==> config.mk <==
export PLATFORM = sky130hd
export DESIGN_NAME = ucca_region_ctrl
export DESIGN_NICKNAME = d
export VERILOG_FILES = /design/src/rtl/ucca_region_ctrl.sv
export SDC_FILE = /design/constraint.sdc
export NUM_CORES = 1
export LEC_CHECK = 0
export CAP_MARGIN = 20
export CORE_MARGIN = 1.5
export CORE_UTILIZATION = 45
export CTS_BUF_LIST = sky130_fd_sc_hd__clkbuf_4 sky130_fd_sc_hd__clkbuf_8 sky130_fd_sc_hd__clkbuf_16
export DETAILED_ROUTE_END_ITERATION = 10
export PLACE_DENSITY = 0.76
export SETUP_SLACK_MARGIN = 0.02
export SYNTH_ARGS = -nofsm -noshare
export SYNTH_HDL_FRONTEND = slang
export SYNTH_SLANG_ARGS = --single-unit
==> constraint.sdc <==
create_clock -name clk -period 8.5 [get_ports clk]
set_input_delay 1.275 -clock clk [delete_from_list [all_inputs] [get_ports clk]]
set_output_delay 1.275 -clock clk [all_outputs]
set_load 0.02 [all_outputs]
==> src/rtl/ucca_region_ctrl.sv <==
// UCCA region table, commit lock, region selection and violation reset sequencer.
// Optional macro UCCA_TAMPER_RESET_EN: configuration writes while locked raise a violation.
module ucca_region_ctrl #(
  parameter int          NUM_REGIONS = 4,
  parameter logic [15:0] CONF_BASE   = 16'h0160,
  parameter int          RESET_HOLD  = 4
) (
  input  logic        clk,
  input  logic        system_reset,
  input  logic [15:0] pc,
  input  logic        data_en,
  input  logic        data_wr,
  input  logic [15:0] data_addr,
  input  logic [15:0] data_wdata,
  input  logic        ucca_reset_req,
  output logic [15:0] ucc_min,
  output logic [15:0] ucc_max,
  output logic        ucc_enable,
  output logic [2:0]  ucc_sel,
  output logic        reset_out,
  output logic [7:0]  viol_count
);

  typedef enum logic [1:0] {ST_UNLOCKED, ST_LOCKED, ST_HOLD} state_e;

  localparam logic [15:0] CTRL_OFF  = 16'(4 * NUM_REGIONS);
  localparam logic [3:0]  HOLD_LAST = 4'(RESET_HOLD - 1);

  state_e      state_q, state_d;
  logic [15:0] min_q [NUM_REGIONS];
  logic [15:0] max_q [NUM_REGIONS];
  logic [2:0]  sel_q, sel_d;
  logic [3:0]  hold_q, hold_d;
  logic [7:0]  viol_q, viol_d;

  logic [15:0] cfg_off;
  logic        cfg_wr, entry_wr, ctrl_wr, tamper, viol;
  logic [2:0]  wr_idx;

  // Bus decode: even addresses from CONF_BASE up to and including the control word
  assign cfg_off  = data_addr - CONF_BASE;
  assign cfg_wr   = data_en & data_wr & ~data_addr[0] &
                    (data_addr >= CONF_BASE) & (cfg_off <= CTRL_OFF);
  assign entry_wr = cfg_wr & (cfg_off < CTRL_OFF);
  assign ctrl_wr  = cfg_wr & (cfg_off == CTRL_OFF);
  assign wr_idx   = cfg_off[4:2];

`ifdef UCCA_TAMPER_RESET_EN
  assign tamper = cfg_wr;
`else
  assign tamper = 1'b0;
`endif

  assign viol = (state_q == ST_LOCKED) & (ucca_reset_req | tamper);

  always_ff @(posedge clk) begin
    if (system_reset) begin
      for (int i = 0; i < NUM_REGIONS; i++) begin
        min_q[i] <= '0;
        max_q[i] <= '0;
      end
    end else if (entry_wr && state_q == ST_UNLOCKED) begin
      for (int i = 0; i < NUM_REGIONS; i++) begin
        if (wr_idx == 3'(i)) begin
          if (cfg_off[1]) max_q[i] <= data_wdata;
          else            min_q[i] <= data_wdata;
        end
      end
    end
  end

  // Region selection: sticky on the current entry, otherwise bypass to the lowest match
  logic [NUM_REGIONS-1:0] hit;
  logic                   match_found, sel_hit;
  logic [2:0]             match_idx, out_idx;

  always_comb begin
    hit = '0;
    for (int i = 0; i < NUM_REGIONS; i++) begin
      hit[i] = (min_q[i] <= max_q[i]) && (max_q[i] != 16'h0000) &&
               (min_q[i] <= pc) && (pc <= max_q[i]);
    end
  end

  always_comb begin
    match_found = 1'b0;
    match_idx   = 3'd0;
    sel_hit     = 1'b0;
    for (int i = NUM_REGIONS - 1; i >= 0; i--) begin
      if (hit[i]) begin
        match_found = 1'b1;
        match_idx   = 3'(i);
      end
      if (sel_q == 3'(i)) sel_hit = hit[i];
    end
  end

  always_comb begin
    out_idx = (sel_hit || !match_found) ? sel_q : match_idx;
    sel_d   = out_idx;
    ucc_min = '0;
    ucc_max = '0;
    for (int i = 0; i < NUM_REGIONS; i++) begin
      if (out_idx == 3'(i)) begin
        ucc_min = min_q[i];
        ucc_max = max_q[i];
      end
    end
  end

  always_ff @(posedge clk) begin
    if (system_reset) sel_q <= 3'd0;
    else              sel_q <= sel_d;
  end

  always_ff @(posedge clk) begin
    if (system_reset) state_q <= ST_UNLOCKED;
    else              state_q <= state_d;
  end

  always_comb begin
    state_d = state_q;
    unique case (state_q)
      ST_UNLOCKED: if (ctrl_wr && data_wdata[0]) state_d = ST_LOCKED;
      ST_LOCKED:   if (viol)                     state_d = ST_HOLD;
      ST_HOLD:     if (hold_q == 4'd0)           state_d = ST_LOCKED;
      default:                                   state_d = ST_UNLOCKED;
    endcase
  end

  always_comb begin
    ucc_enable = (state_q != ST_UNLOCKED);
    reset_out  = (state_q == ST_HOLD);
  end

  always_comb begin
    hold_d = hold_q;
    viol_d = viol_q;
    if (viol) begin
      hold_d = HOLD_LAST;
      if (viol_q != 8'hFF) viol_d = viol_q + 8'd1;
    end else if (state_q == ST_HOLD && hold_q != 4'd0) begin
      hold_d = hold_q - 4'd1;
    end
  end

  always_ff @(posedge clk) begin
    if (system_reset) begin
      hold_q <= 4'd0;
      viol_q <= 8'd0;
    end else begin
      hold_q <= hold_d;
      viol_q <= viol_d;
    end
  end

  assign ucc_sel    = sel_q;
  assign viol_count = viol_q;

endmodule

# Word level (Yosys, flattened, before mapping)
# Memory sizes are Yosys's and may differ from the RTL's.
# Index checks and enable logic that the tools add are counted.
# W data, S select, Z words.
totals:
  mem_count: 2
  reg_bits: 17
  ramBits: 128
  wordCells: 160
classes:
  eq_ne: 16
  n_bitwise: 16
  add_sub_neg: 3
  muxes: 71
  n_lt_le_gt_ge: 15
  n_reduce_logical: 32
memory_table:
  columns: ["memory", "words", "width", "read_ports", "rd_clocked_by_memory_dff", "write_ports", "line", "source"]
  rows:
  - ["max_q", 4, 16, 4, 0, 4, "31", "logic [15:0] max_q [NUM_REGIONS];"]
  - ["min_q", 4, 16, 4, 0, 4, "30", "logic [15:0] min_q [NUM_REGIONS];"]
op_table:
  columns: ["op", "count"]
  rows:
  - ["$mux W16", 16]
  - ["$le A16 B16 Y1", 12]
  - ["$reduce_bool A16 Y1", 4]
  - ["$mux W1", 44]
  - ["$eq A3 B2 Y1 const B", 6]
  - ["$eq A16 B5 Y1 const B", 1]
  - ["$ge A16 B9 Y1 const B", 1]
  - ["$le A16 B5 Y1 const B", 1]
  - ["$lt A16 B5 Y1 const B", 1]
  - ["$sub A16 B9 Y16 const B", 1]
  - ["$logic_and A1 B1 Y1", 15]
  - ["$mux W2", 6]
  - ["$mux W3", 4]
  - ["$eq A3 B1 Y1 const B", 3]
  - ["$logic_not A3 Y1", 3]
  - ["$add A8 B1 Y8 const B", 1]
  - ["$ne A8 B8 Y1 const B", 1]
  - ["$or A1 B1 Y1", 8]
  - ["$and A1 B1 Y1", 7]
  - ["$pmux W2 S3", 1]
  - ["$logic_not A4 Y1", 1]
  - ["$ne A2 B1 Y1 const B", 2]
  - ["$reduce_bool A2 Y1", 2]
  - ["$reduce_bool A4 Y1", 1]
  - ["11 further kinds", 11]

# Logic depth before layout (Yosys ltp)
# An unclocked memory read counts as a cell.
depth:
  depth_word: 17
  depth_mapped: 15
  depth_no_buf: 13

# Least setup slack after synthesis
# No wires, ideal clock.
synth_path:
  kind: "in2out"
  startpoint: "input port pc[14]"
  endpoint: "output port ucc_max[6]"
  n_path_buf: 2
  t_required_ns: 7.225
  cell_stages: 14
  arrival_time_ns: 4.067
  setup_slack_ns: 3.158
  path_cell_list: "ha_1 a21oi_1 nand2_1 a221o_1 o31a_1 a21oi_4 a211oi_2 a311oi_2 o21a_2 o21a_4 buf_12 buf_8 mux2i_1 o22ai_1"
synth_between:
  elab_chain_cells: 15
  word_cells_on_any_way: 39
synth_lines:
  columns: ["element", "line", "source"]
  rows:
  - ["from (decl)", "10", "input logic [15:0] pc,"]
  - ["$le A16 B16 Y1", "81", "(min_q[i] <= pc) && (pc <= max_q[i]);"]
  - ["$logic_and A1 B1 Y1", "80", "hit[i] = (min_q[i] <= max_q[i]) && (max_q[i] != 16'h0000) &&"]
  - ["$logic_and A1 B1 Y1", "81", null]
  - ["$mux W1 (4 in a row)", "90", "if (hit[i]) begin"]
  - ["$logic_not A1 Y1", "99", "out_idx = (sel_hit || !match_found) ? sel_q : match_idx;"]
  - ["$logic_or A1 B1 Y1", "99", null]
  - ["$mux W3 *", "99", null]
  - ["$logic_not A3 Y1", "104", "if (out_idx == 3'(i)) begin"]
  - ["$mux W16 (3 in a row)", "104", null]
  - ["$mux W16 *", "104", null]
  - ["to (decl)", "17", "output logic [15:0] ucc_max,"]
# Every way passes the cells marked *; elsewhere a longest branch is shown, timed or not.

# Worst setup path in the final report
layout_path:
  startpoint: "input port pc[13]"
  endpoint: "output port ucc_max[15]"
# The elaborated chain is that of the path after synthesis.

==> flow_summary.json <==
{
  "cts_resized": 0,
  "gp_congestion": 1.03,
  "ant_nets": 0,
  "num_vias": 10000,
  "cts_hold_buffers": 0,
  "leakage_nw": 5.77,
  "die_h_um": 164,
  "cp-end-kind": "primary output",
  "ir_drop_mv": 0.150,
  "fin_ws_ps": 827,
  "yosysWarnings": 0,
  "max_cap_viol_count": 0,
  "nets": 1476,
  "io_pins": 98,
  "die_area_sq_um": 26800,
  "synth_largest_area_cell": "edfxtp_1",
  "dp_hpwl_um": 30500,
  "first_global_vias": 9379,
  "drive_gt1_share_pct": 5.48,
  "antenna_found_initial": 0,
  "synth.cell_area_sq_um": 11600,
  "synth-main-ff-cell": "edfxtp_1",
  "wl_per_cell_um": 24.1,
  "wl_um": 37800,
  "grt_pass1_wl_um": 55900,
  "yosysSeqAreaShare_pct": 36.0,
  "first_pass_iters": 5,
  "cts_tree": "yes",
  "postCtsSetupRepairBufs": 0,
  "root_buffer": "clkbuf_16",
  "clk_pin_slew_worst_paths_ps": 60,
  "initial_core_util_pct": 46.0,
  "hold_path_depth": 2,
  "p_per_area_nw_per_um2": 181,
  "setup_viol_count_final": 0,
  "grt.overflow.total": 0,
  "cts_buffer_depth": 2,
  "fmax_ghz": 0.130,
  "syn2layout_area_growth_pct": 15.1,
  "rows": 58,
  "hold_path.class": "register to register",
  "port_buffers": 97,
  "timing.slew.headroom_pct": 29.5,
  "fin_setup_tns_ps": 0,
  "die_w_um": 164,
  "clkSinkCount": 145,
  "clk_latency_ps": 420,
  "track_usage_pct": 28.4,
  "cts_max_level": 4,
  "drt_iter0_markers": 1249,
  "hold_viol": 0,
  "worstSetupPathType": "input pin to primary output",
  "worstPathRequired_ps": 7220,
  "r2r_cells": 12,
  "via_per_inst": 6.39,
  "status": "finished clean",
  "hold_ws_ps": 515,
  "layout_worst_path_cycle_share_pct": 90.3,
  "syn_area_per_cell_sq_um": 10.1,
  "core-area_sq_um": 25300,
  "ys_types": 79,
  "syn_nets": 1395,
  "grt_max_degree": 61,
  "path_max_fanout": 33,
  "numCtsBuffers": 17,
  "post-route-min-period_ps": 7670,
  "tightest_slew_ps": 1060,
  "slew_viol_final": 0,
  "syn_inst": 1146,
  "grt_setup_unrepaired": "no",
  "diodes": 0,
  "yosys_register_bits": 145,
  "arrival_ps": 6400,
  "remaining_drc_errors": 0,
  "synth-async-reset-ratio_pct": 0,
  "skew_ps": 5.64,
  "yosys-top-cells-area": "edfxtp_1 33%, ha_1 21%, and3_1 5.3%",
  "synth_edf_count": 128,
  "dp_slack_ps": 943,
  "critPathLaunchType": "input pin",
  "yosys.area.top_type_share_pct": 33.1
}
[power by group]
group | leakage, nW | internal (mW) | switching, mW
combinational | 4.15 | 0.378 | 0.490
clock | 0.267 | 0.382 | 0.307
sequential | 1.35 | 0.809 | 0.0548
total | 5.77 | 1.57 | 0.852
[stage by stage]
stage / power (mW) / utilization (%) / instances / cell area, sq um
after detailed placement: 1.73 / 50.6 / 1536 / 12800
after global placement: 1.71 / 50.6 / 1536 / 12800
after floorplan: 1.43 / - / 1146 / 11600
after CTS: 2.41 / 52.8 / 1568 / 13300
final: 2.42 / 52.9 / 1570 / 13400
after global routing: 2.51 / 52.9 / 1570 / 13400
[routing by layer]
metal	share of wire, %	global-route usage, %
met2	44	43.1
met1	43	39.8
met3	9.1	4.09
met4	4.8	12.8
met5	0	0
[cells in the mapped netlist, drive strengths merged, types with 17 or more instances]
cell type,number
and3,99
nand2,53
mux2i,39
o21ai,32
and2,34
ha,196
nor2,41
inv,87
edfxtp,128
dfxtp,17
clkbuf,28
nand4,42
nor3,17
a21oi,81
nor4,20
nand3,34
o22ai,19
[critical path, stage by stage]
cell	delay, ps
clkdlybuf4s50_1	530
ha_1	360
nand4_1	160
nor3_1	590
and4_1	310
a21oi_1	70
a41oi_1	230
nand4_1	160
a311oi_2	410
a21oi_2	250
o21bai_4	470
nor2_2	710
a32o_1	230
clkdlybuf4s50_1	610
[placed cells by master, fill, tap and decap left out, types with 5 or more instances in the layout]
cell / synthesis / routed
ha_1: 196 / 196
edfxtp_1: 128 / 128
and3_1: 99 / 99
clkdlybuf4s50_1: 0 / 97
inv_1: 87 / 87
a21oi_1: 79 / 79
nand2_1: 53 / 53
nand4_1: 42 / 42
mux2i_1: 39 / 39
nor2_1: 39 / 38
and2_1: 34 / 34
nand3_1: 33 / 33
o21ai_0: 28 / 28
nor4_1: 20 / 20
clkbuf_16: 0 / 17
dfxtp_1: 17 / 17
nor2b_1: 16 / 16
a21o_1: 15 / 15
nor3_1: 16 / 15
o32a_1: 14 / 14
a32o_1: 14 / 14
o211ai_1: 11 / 11
a211oi_1: 11 / 11
o22ai_1: 10 / 10
o22ai_2: 9 / 9
xor2_1: 7 / 7
o31ai_1: 6 / 6
or3_1: 5 / 5
o21a_1: 5 / 5
inv_6: 0 / 5
buf_4: 0 / 5
[cell type report]
type | count | area, sq um
clock buffers | 17 | 425
clock inverters | 15 | 128
fillers | 2282 | 11900
inverters | 87 | 327
multi-input cells | 873 | 6860
flip-flops and latches | 145 | 4180
well taps | 330 | 413
repair buffers | 103 | 1020
[final timing paths]
path | from | end | slack (ps)
max | pc[13] | ucc_max[15] | 830
min | viol_count[7] | viol_count[7] | 510
max reg2reg | max_q[3][13] | ucc_sel[0] | 4950
min reg2reg | viol_count[7] | viol_count[7] | 510
[logic make-up after synthesis]
family / share of synthesized area, %
DFF: 36.0
AOI/OAI and AO/OA: 15.0
adders and majority gates: 21.1
xor gates and xnor gates: 0.679
and+or+nand+nor: 18.8
buffers and inverters: 4.99
muxes: 3.36
[registers in the layout, summed over array words and instances, names as in the netlist]
register / flops
state_q: 2
ucc_sel: 3
max_q: 64
min_q: 64
hold_q: 4
viol_count: 8
No activity file was read; power rests on OpenSTA's default activity.
